**config.mk**
```make
export PLATFORM = sky130hd
export DESIGN_NAME = ysyx_25020047_ifu
export DESIGN_NICKNAME = d
export VERILOG_FILES = /design/src/rtl/ysyx_25020047_ifu.sv
export SDC_FILE = /design/constraint.sdc
export NUM_CORES = 1
export LEC_CHECK = 0
export ABC_CLOCK_PERIOD_IN_PS = 7450
export CAP_MARGIN = 20
export CORE_UTILIZATION = 53
export CTS_BUF_LIST = sky130_fd_sc_hd__clkbuf_4 sky130_fd_sc_hd__clkbuf_8
export CTS_CLUSTER_SIZE = 25
export DETAILED_ROUTE_END_ITERATION = 10
export MAX_ROUTING_LAYER = met4
export PLACE_DENSITY = 0.94
export SYNTH_ARGS = -nofsm -noshare
export SYNTH_HDL_FRONTEND = slang
export SYNTH_SLANG_ARGS = --single-unit
export TNS_END_PERCENT = 1
```
**constraint.sdc**
```tcl
create_clock -name clk -period 7.45 [get_ports clk]
set_input_delay 1.1175 -clock clk [delete_from_list [all_inputs] [get_ports clk]]
set_output_delay 1.1175 -clock clk [all_outputs]
set_load 0.01 [all_outputs]
```
**src/rtl/ysyx_25020047_ifu.sv**
```systemverilog
// Instruction fetch unit: single-outstanding fetch FSM feeding a small
// instruction FIFO, with redirect flush and fault halt.
//
// state | meaning
// IDLE  | no request; waiting for a free FIFO slot
// REQ   | imem_req_valid high with fpc until accepted
// WAIT  | one request outstanding; response is pushed to the FIFO
// DROP  | one stale request outstanding; its response is discarded
// HALT  | fetch fault delivered; no requests until redirect
module ysyx_25020047_ifu #(
   parameter logic [31:0] RESET_PC = 32'h8000_0000,
   parameter int          DEPTH    = 2
) (
   input  logic        clk,
   input  logic        rst,
   input  logic        redirect,
   input  logic [31:0] redirect_pc,
   output logic        imem_req_valid,
   input  logic        imem_req_ready,
   output logic [31:0] imem_req_addr,
   input  logic        imem_rsp_valid,
   input  logic [31:0] imem_rsp_data,
   input  logic        imem_rsp_err,
   output logic        out_valid,
   input  logic        out_ready,
   output logic [31:0] out_inst,
   output logic [31:0] out_pc,
   output logic        out_err
);

   localparam int PW = (DEPTH > 1) ? $clog2(DEPTH) : 1;
   localparam int CW = $clog2(DEPTH) + 1;
   localparam logic [CW-1:0] DEPTH_C = CW'(DEPTH);

   typedef enum logic [2:0] {IDLE, REQ, WAIT, DROP, HALT} state_t;

   state_t        state;
   logic [31:0]   fpc;
   logic [31:0]   req_pc;
   logic [PW-1:0] head;
   logic [PW-1:0] tail;
   logic [CW-1:0] count;
   logic [CW-1:0] count_after;
   logic          push;
   logic          pop;

   logic [31:0] mem_inst [DEPTH];
   logic [31:0] mem_pc   [DEPTH];
   logic        mem_err  [DEPTH];

   assign push        = (state == WAIT) && imem_rsp_valid && !redirect;
   assign pop         = out_valid && out_ready && !redirect;
   assign count_after = pop ? count : count + CW'(1);

   assign imem_req_valid = (state == REQ);
   assign imem_req_addr  = fpc;
   assign out_valid      = (count != '0);
   assign out_inst       = out_valid ? mem_inst[head] : '0;
   assign out_pc         = out_valid ? mem_pc[head]   : '0;
   assign out_err        = out_valid ? mem_err[head]  : 1'b0;

   always_ff @(posedge clk) begin
      if (!rst) begin
         state  <= IDLE;
         fpc    <= RESET_PC;
         req_pc <= '0;
         head   <= '0;
         tail   <= '0;
         count  <= '0;
      end else if (redirect) begin
         // Flush wins over everything; an in-flight request turns into a drop.
         fpc   <= redirect_pc & ~32'd3;
         head  <= '0;
         tail  <= '0;
         count <= '0;
         case (state)
            REQ:     state <= imem_req_ready ? DROP : REQ;
            WAIT:    state <= imem_rsp_valid ? REQ : DROP;
            DROP:    state <= imem_rsp_valid ? REQ : DROP;
            default: state <= REQ;
         endcase
      end else begin
         if (push) tail <= tail + PW'(1);
         if (pop)  head <= head + PW'(1);
         if (push && !pop)
            count <= count + CW'(1);
         else if (!push && pop)
            count <= count - CW'(1);
         case (state)
            IDLE: if (count < DEPTH_C) state <= REQ;
            REQ: begin
               if (imem_req_ready) begin
                  req_pc <= fpc;
                  fpc    <= fpc + 32'd4;
                  state  <= WAIT;
               end
            end
            WAIT: begin
               if (imem_rsp_valid) begin
                  if (imem_rsp_err)
                     state <= HALT;
                  else if (count_after < DEPTH_C)
                     state <= REQ;
                  else
                     state <= IDLE;
               end
            end
            DROP: if (imem_rsp_valid) state <= REQ;
            default: state <= state;
         endcase
      end
   end

   always_ff @(posedge clk) begin
      if (rst && push) begin
         mem_inst[tail] <= imem_rsp_data;
         mem_pc[tail]   <= req_pc;
         mem_err[tail]  <= imem_rsp_err;
      end
   end

endmodule

```
==> Yosys cells after proc, flatten, opt, wreduce, memory -nomap -nowiden <==
Memories as Yosys holds them, arrays and structs flattened. A register that Yosys moved wholly into a read port is not among the register bits.
Cells that the tools add are included.
{ "op_classes": {"eq_ne": 7, "n_lt_le_gt_ge": 2, "bitwise_logic": 2, "mux": 28, "reduce_logical": 22, "addsub": 5} }
{ "op_table": {"columns": ["cell", "n"], "rows": [
  ["$mux W32", 5],
  ["$add A32 B3 Y32 const B", 1],
  ["$mux W3", 6],
  ["$pmux W3 S4", 1],
  ["$mux W1", 10],
  ["$mux W2", 5],
  ["$ne A3 B3 Y1 const B", 3],
  ["$reduce_bool A2 Y1", 4],
  ["$logic_and A1 B1 Y1", 7],
  ["$eq A3 B2 Y1 const B", 2],
  ["$reduce_and A5 Y1", 1],
  ["$reduce_bool A5 Y1", 1],
  ["$lt A2 B2 Y1 const B", 2],
  ["$pmux W2 S2", 1],
  ["$reduce_and A2 Y1", 2],
  ["$reduce_or A2 Y1", 2],
  ["$eq A3 B1 Y1 const B", 1],
  ["$logic_not A1 Y1", 3],
  ["$logic_not A3 Y1", 1],
  ["$ne A3 B2 Y1 const B", 1],
  ["$reduce_and A3 Y1", 1],
  ["$add A1 B1 Y1 const B", 2],
  ["$add A2 B1 Y2 const B", 1],
  ["$not A1 Y1", 2],
  ["$sub A2 B1 Y2 const B", 1]
]} }
{ "word_totals": {"mem_bits_rw": 130, "in_bits": 71, "register_bits": 71, "n_memories": 3} }
{ "memory_table": {"columns": ["name", "depth", "word_bits", "read_ports", "rd_ports_with_merged_regs", "wr", "line", "rtl"], "rows": [
  ["mem_inst", 2, 32, 1, 1, 1, "47", "logic [31:0] mem_inst [DEPTH];"],
  ["mem_pc", 2, 32, 1, 1, 1, "48", "logic [31:0] mem_pc [DEPTH];"],
  ["mem_err", 2, 1, 1, 1, 1, "49", "logic mem_err [DEPTH];"]
]} }

==> Depth between registers and ports, before layout <==
{ "depth": {"ltp_word": 10, "ltp_mapped": 8, "depth_no_buf": 8} }

==> Worst setup path before layout <==
OpenSTA, ideal clock, no wires.
{ "synth_path": {"kind": "input to register", "from": "input port redirect", "to": "memory mem_err[0], enable pin", "path_buffers": 1, "arrival_time_ns": 6.305, "required_ns": 6.875, "path_slack_ns": 0.570, "cell_stages": 4, "path_cell_list": "clkinv_1 > clkbuf_1 > nand2_1 > nor3b_1"} }
{ "synth_between": {"elab_chain_cells": 5} }
{ "synth_lines": {"columns": ["item", "line", "rtl"], "rows": [
  ["from (decl)", "16", "input logic redirect,"],
  ["$logic_not A1 Y1", "51", "assign push = (state == WAIT) && imem_rsp_valid && !redirect;"],
  ["$logic_and A1 B1 Y1", "51", null],
  ["$logic_and A1 B1 Y1", "115", "if (rst && push) begin"],
  ["$mux W1", "115", null],
  ["$mux W1 (not written as such)", "118", "mem_err[tail] <= imem_rsp_err;"],
  ["to (decl)", "49", null]
]} }
No other way between the ends.

==> Final worst setup path <==
{ "layout_path": {"from": "input port redirect", "to": "register req_pc[11]"} }
{ "layout_between": {"elab_chain_cells": 2} }
{ "layout_lines": {"columns": ["item", "line", "rtl"], "rows": [
  ["$not A1 Y1 (no source line)", null, null],
  ["$reduce_and A3 Y1 (no source line)", null, null],
  ["to (signal assigned)", "93", "req_pc <= fpc;"],
  ["to (decl)", "39", "logic [31:0] req_pc;"]
]} }
No other way between the ends.
A chain may end at the register's enable or synchronous reset.

==> results.sh <==
export IMPL_drt_antenna_violating_nets=0
export IMPL_clockBufferDepth=2
export IMPL_rows=44
export IMPL_setup_viol=0
export IMPL_syn_avg_cell_area_um2=12.0
export IMPL_start_util=0.549
export IMPL_grt_pass1_wl_mm=28.1
export IMPL_synth_warnings=0
export IMPL_p_seq_frac=0.592
export IMPL_p_sw_uw=449
export IMPL_path_cells="clkdlybuf4s50_1 -> clkinv_1 -> buf_4 -> nand2_1 -> buf_4 -> nand2_1 -> a21boi_0"
export IMPL_fp_dieArea_mm2=0.0157
export IMPL_cts_inserted_buffers=17
export IMPL_worstRegToRegCells=4
export IMPL_slew_limit_headroom=0.344
export IMPL_cts_setup_buffers=0
export IMPL_critical_path_max_fanout=29
export IMPL_cts_hold_buf=0
export IMPL_drc=15
export IMPL_start_kind="input pin"
export IMPL_place_hpwl_mm=11.5
export IMPL_postLayoutCellArea_mm2=0.0102
export IMPL_violations="DRC"
export IMPL_antenna_found_initial=0
export IMPL_power_per_cell_area_mw_per_mm2=196
export IMPL_die_y_um=125
export IMPL_rsz0062_at_grt="false"
export IMPL_cap_viol_max_count=0
export IMPL_intPower_mw=1.55
export IMPL_wirelength_mm=17.8
export IMPL_crit_type="input pin to flip-flop"
export IMPL_required_ps=7830
export IMPL_area_growth_syn_to_layout_pct=26.3
export IMPL_period_needed_ps=4250
export IMPL_antenna_cells=0
export IMPL_grt_pass1_vias=5471
export IMPL_grtUsageTotal=0.241
export IMPL_hold_path_startpoint="req_pc[2]"
export IMPL_r2r_slack_ps=4720
export IMPL_synth_edf_count=126
export IMPL_cts_clk_slew_worst_paths_ps=90
export IMPL_crit_family="buffers and inverters"
export IMPL_clk_insertion_delay_late_ps=460
export IMPL_fin_util=0.693
export IMPL_r2r_start="state[2]"
export IMPL_hold_path_class="flip-flop to flip-flop"
export IMPL_initialDrtViolationCount=443
export IMPL_async_reset_ff_frac=0
export IMPL_root_buffer="clkbuf_8"
export IMPL_crit_buf_inv=4
export IMPL_place_area_mm2=0.00978
export IMPL_firstDrtPassIters=8
export IMPL_swShare=0.224
export IMPL_synth_cell_type_count=48
export IMPL_cts_sink_count=194
export IMPL_gr_total_overflow=0
export IMPL_vias_per_cell=5.64
export IMPL_gp_congestion=0.854
export IMPL_nets=890
export IMPL_synth_largest_area_cell="edfxtp_1"
export IMPL_synthFlopType="edfxtp_1"
export IMPL_drv_slew=0
export IMPL_final_period_utilization=0.570
export IMPL_cts_resized_gates=0
export IMPL_syn_inst=670
export IMPL_num_fill_cells=1024
export IMPL_leakagePower_nw=3.23
export IMPL_avgRoutedWirePerCell_um=17.6
export IMPL_core_mm2=0.0147
export IMPL_die_w_um=125
export IMPL_fin_skew_ps=16.1
export IMPL_fmax_mhz=235
export IMPL_ios=170
export IMPL_cts_tree="done"
export IMPL_setup_tns_ps=0
export IMPL_pwr_share_comb=0.072
export IMPL_ys_seq_area_frac=0.638
export IMPL_dp_cells=980
export IMPL_io_buffers=163
export IMPL_final_common_cell="clkdlybuf4s50_1"
export IMPL_finalNonFillerCells=1013
export IMPL_p_clk_frac=0.336
export IMPL_synth_seq_cells=194
export IMPL_worstSetupEndpointType="flip-flop"
export IMPL_arrival_ps=4630
export IMPL_hold_viol_final=0
export IMPL_timing_hold_ws_ps=457
export IMPL_ir_drop_uv=110
export IMPL_tightest_slew_ps=976
export IMPL_status="complete, but fails checks"
export IMPL_htree_levels=4
export IMPL_layout_common_cells="clkdlybuf4s50_1 (162), edfxtp_1 (126), nand2_1 (74), nor2_1 (74), dfxtp_1 (67)"
export IMPL_synthTopCellsByArea="edfxtp_1 (47%), dfxtp_1 (17%), mux2i_1 (8.2%), nand2_1 (3.4%), nor2_1 (3.4%)"
export IMPL_grt_max_degree=71
export IMPL_yosysTopAreaCellShare=0.469
export IMPL_cp_slowest_cell="clkdlybuf4s50_1"
export IMPL_path_depth=7
export IMPL_synth_area_mm2=0.00807
export IMPL_whs_path_depth=0
export IMPL_drive_gt1_frac=0.0579
export IMPL_max_stage_delay_ps=1000
export IMPL_vias=5716
export IMPL_startpoint="redirect"
[path summary, 6_finish.rpt]
check	end
setup / recovery	req_pc[11]
hold / removal	mem_pc[0][2]
setup reg to reg	imem_req_addr[24]
hold reg to reg	mem_pc[0][2]
[cell usage after synthesis, drive strengths merged, types with 2 or more instances]
| library cell | count |
|---|---|
| o31ai | 8 |
| nor2b | 5 |
| buf | 20 |
| a311oi | 2 |
| and4 | 13 |
| a21oi | 8 |
| inv | 5 |
| mux2i | 66 |
| a211oi | 3 |
| a31oi | 14 |
| or4 | 10 |
| edfxtp | 126 |
| o21ai | 31 |
| nand4 | 14 |
| nor2 | 74 |
| nor3 | 6 |
| o211a | 4 |
| nor3b | 3 |
| nor4 | 2 |
| xnor2 | 6 |
| and2 | 6 |
| xor2 | 6 |
| or3 | 6 |
| nand2b | 2 |
| nand2 | 74 |
| a21boi | 30 |
| clkbuf | 26 |
| dfxtp | 68 |
| ha | 3 |
| nand3 | 13 |
| and3 | 5 |
[metrics by stage]
| step | setup WS [ps] | power (mW) |
|---|---|---|
| 2_1_floorplan | 570 | 1.26 |
| 3_3_place_gp | 2910 | 1.35 |
| 3_5_place_dp | 2790 | 1.35 |
| 4_1_cts | 3290 | 2.01 |
| 5_1_grt | 2920 | 2.07 |
| 6_report | 3200 | 2.00 |
[worst reg2reg max path, delay by kind of cell (launching register included)]
kind	cells	cell delay [ps]
and+or+nand+nor	3	2050
AOI/OAI and AO/OA	1	210
DFF	1	390
[layout make-up]
type	instances	area, µm²	area share
clock inverters	11	128	0.0125
repair buffers	170	1690	0.166
multi-input cells	427	2710	0.266
inverters	6	22.5	0.00221
clock buffers	21	264	0.0259
well taps	184	230	0.0226
flip-flops and latches	194	5150	0.505
[power groups by stage]
| stage | logic, mW | registers, mW | clock network (mW) |
|---|---|---|---|
| floorplan | 0.0563 | 1.21 | 0 |
| global placement | 0.138 | 1.21 | 0 |
| detailed placement | 0.142 | 1.21 | 0 |
| CTS | 0.143 | 1.18 | 0.683 |
| global route | 0.156 | 1.19 | 0.726 |
| finish | 0.144 | 1.18 | 0.672 |
[cell families (layout without fill, tap and decap cells)]
kind of cell / after synthesis / count (layout) / synth area share
xor gates and xnor gates: 12 / 12 / 0.0130
DFF: 194 / 194 / 0.638
and+or+nand+nor: 237 / 237 / 0.147
buffers and inverters: 52 / 208 / 0.0295
AOI/OAI and AO/OA: 105 / 105 / 0.0860
other: 1 / 4 / 0.000465
adders and majority gates: 3 / 3 / 0.00465
muxes: 66 / 66 / 0.0819
[sequential cells by signal, indices dropped and copies added, names as in the netlist, named ones only]
name           cells
tail               1
mem_inst          64
mem_err            2
req_pc            30
head               1
mem_pc            60
state              3
imem_req_addr     30
count              2
[metal layers]
metal,global-route usage,vias up,part of all wire
met5,-,-,0
met4,0.0940,0,0.023
met3,0.0620,36,0.076
met2,0.385,243,0.49
met1,0.295,2696,0.41
li1,-,2741,-
Note: power is estimated with default switching activity, not from simulation.
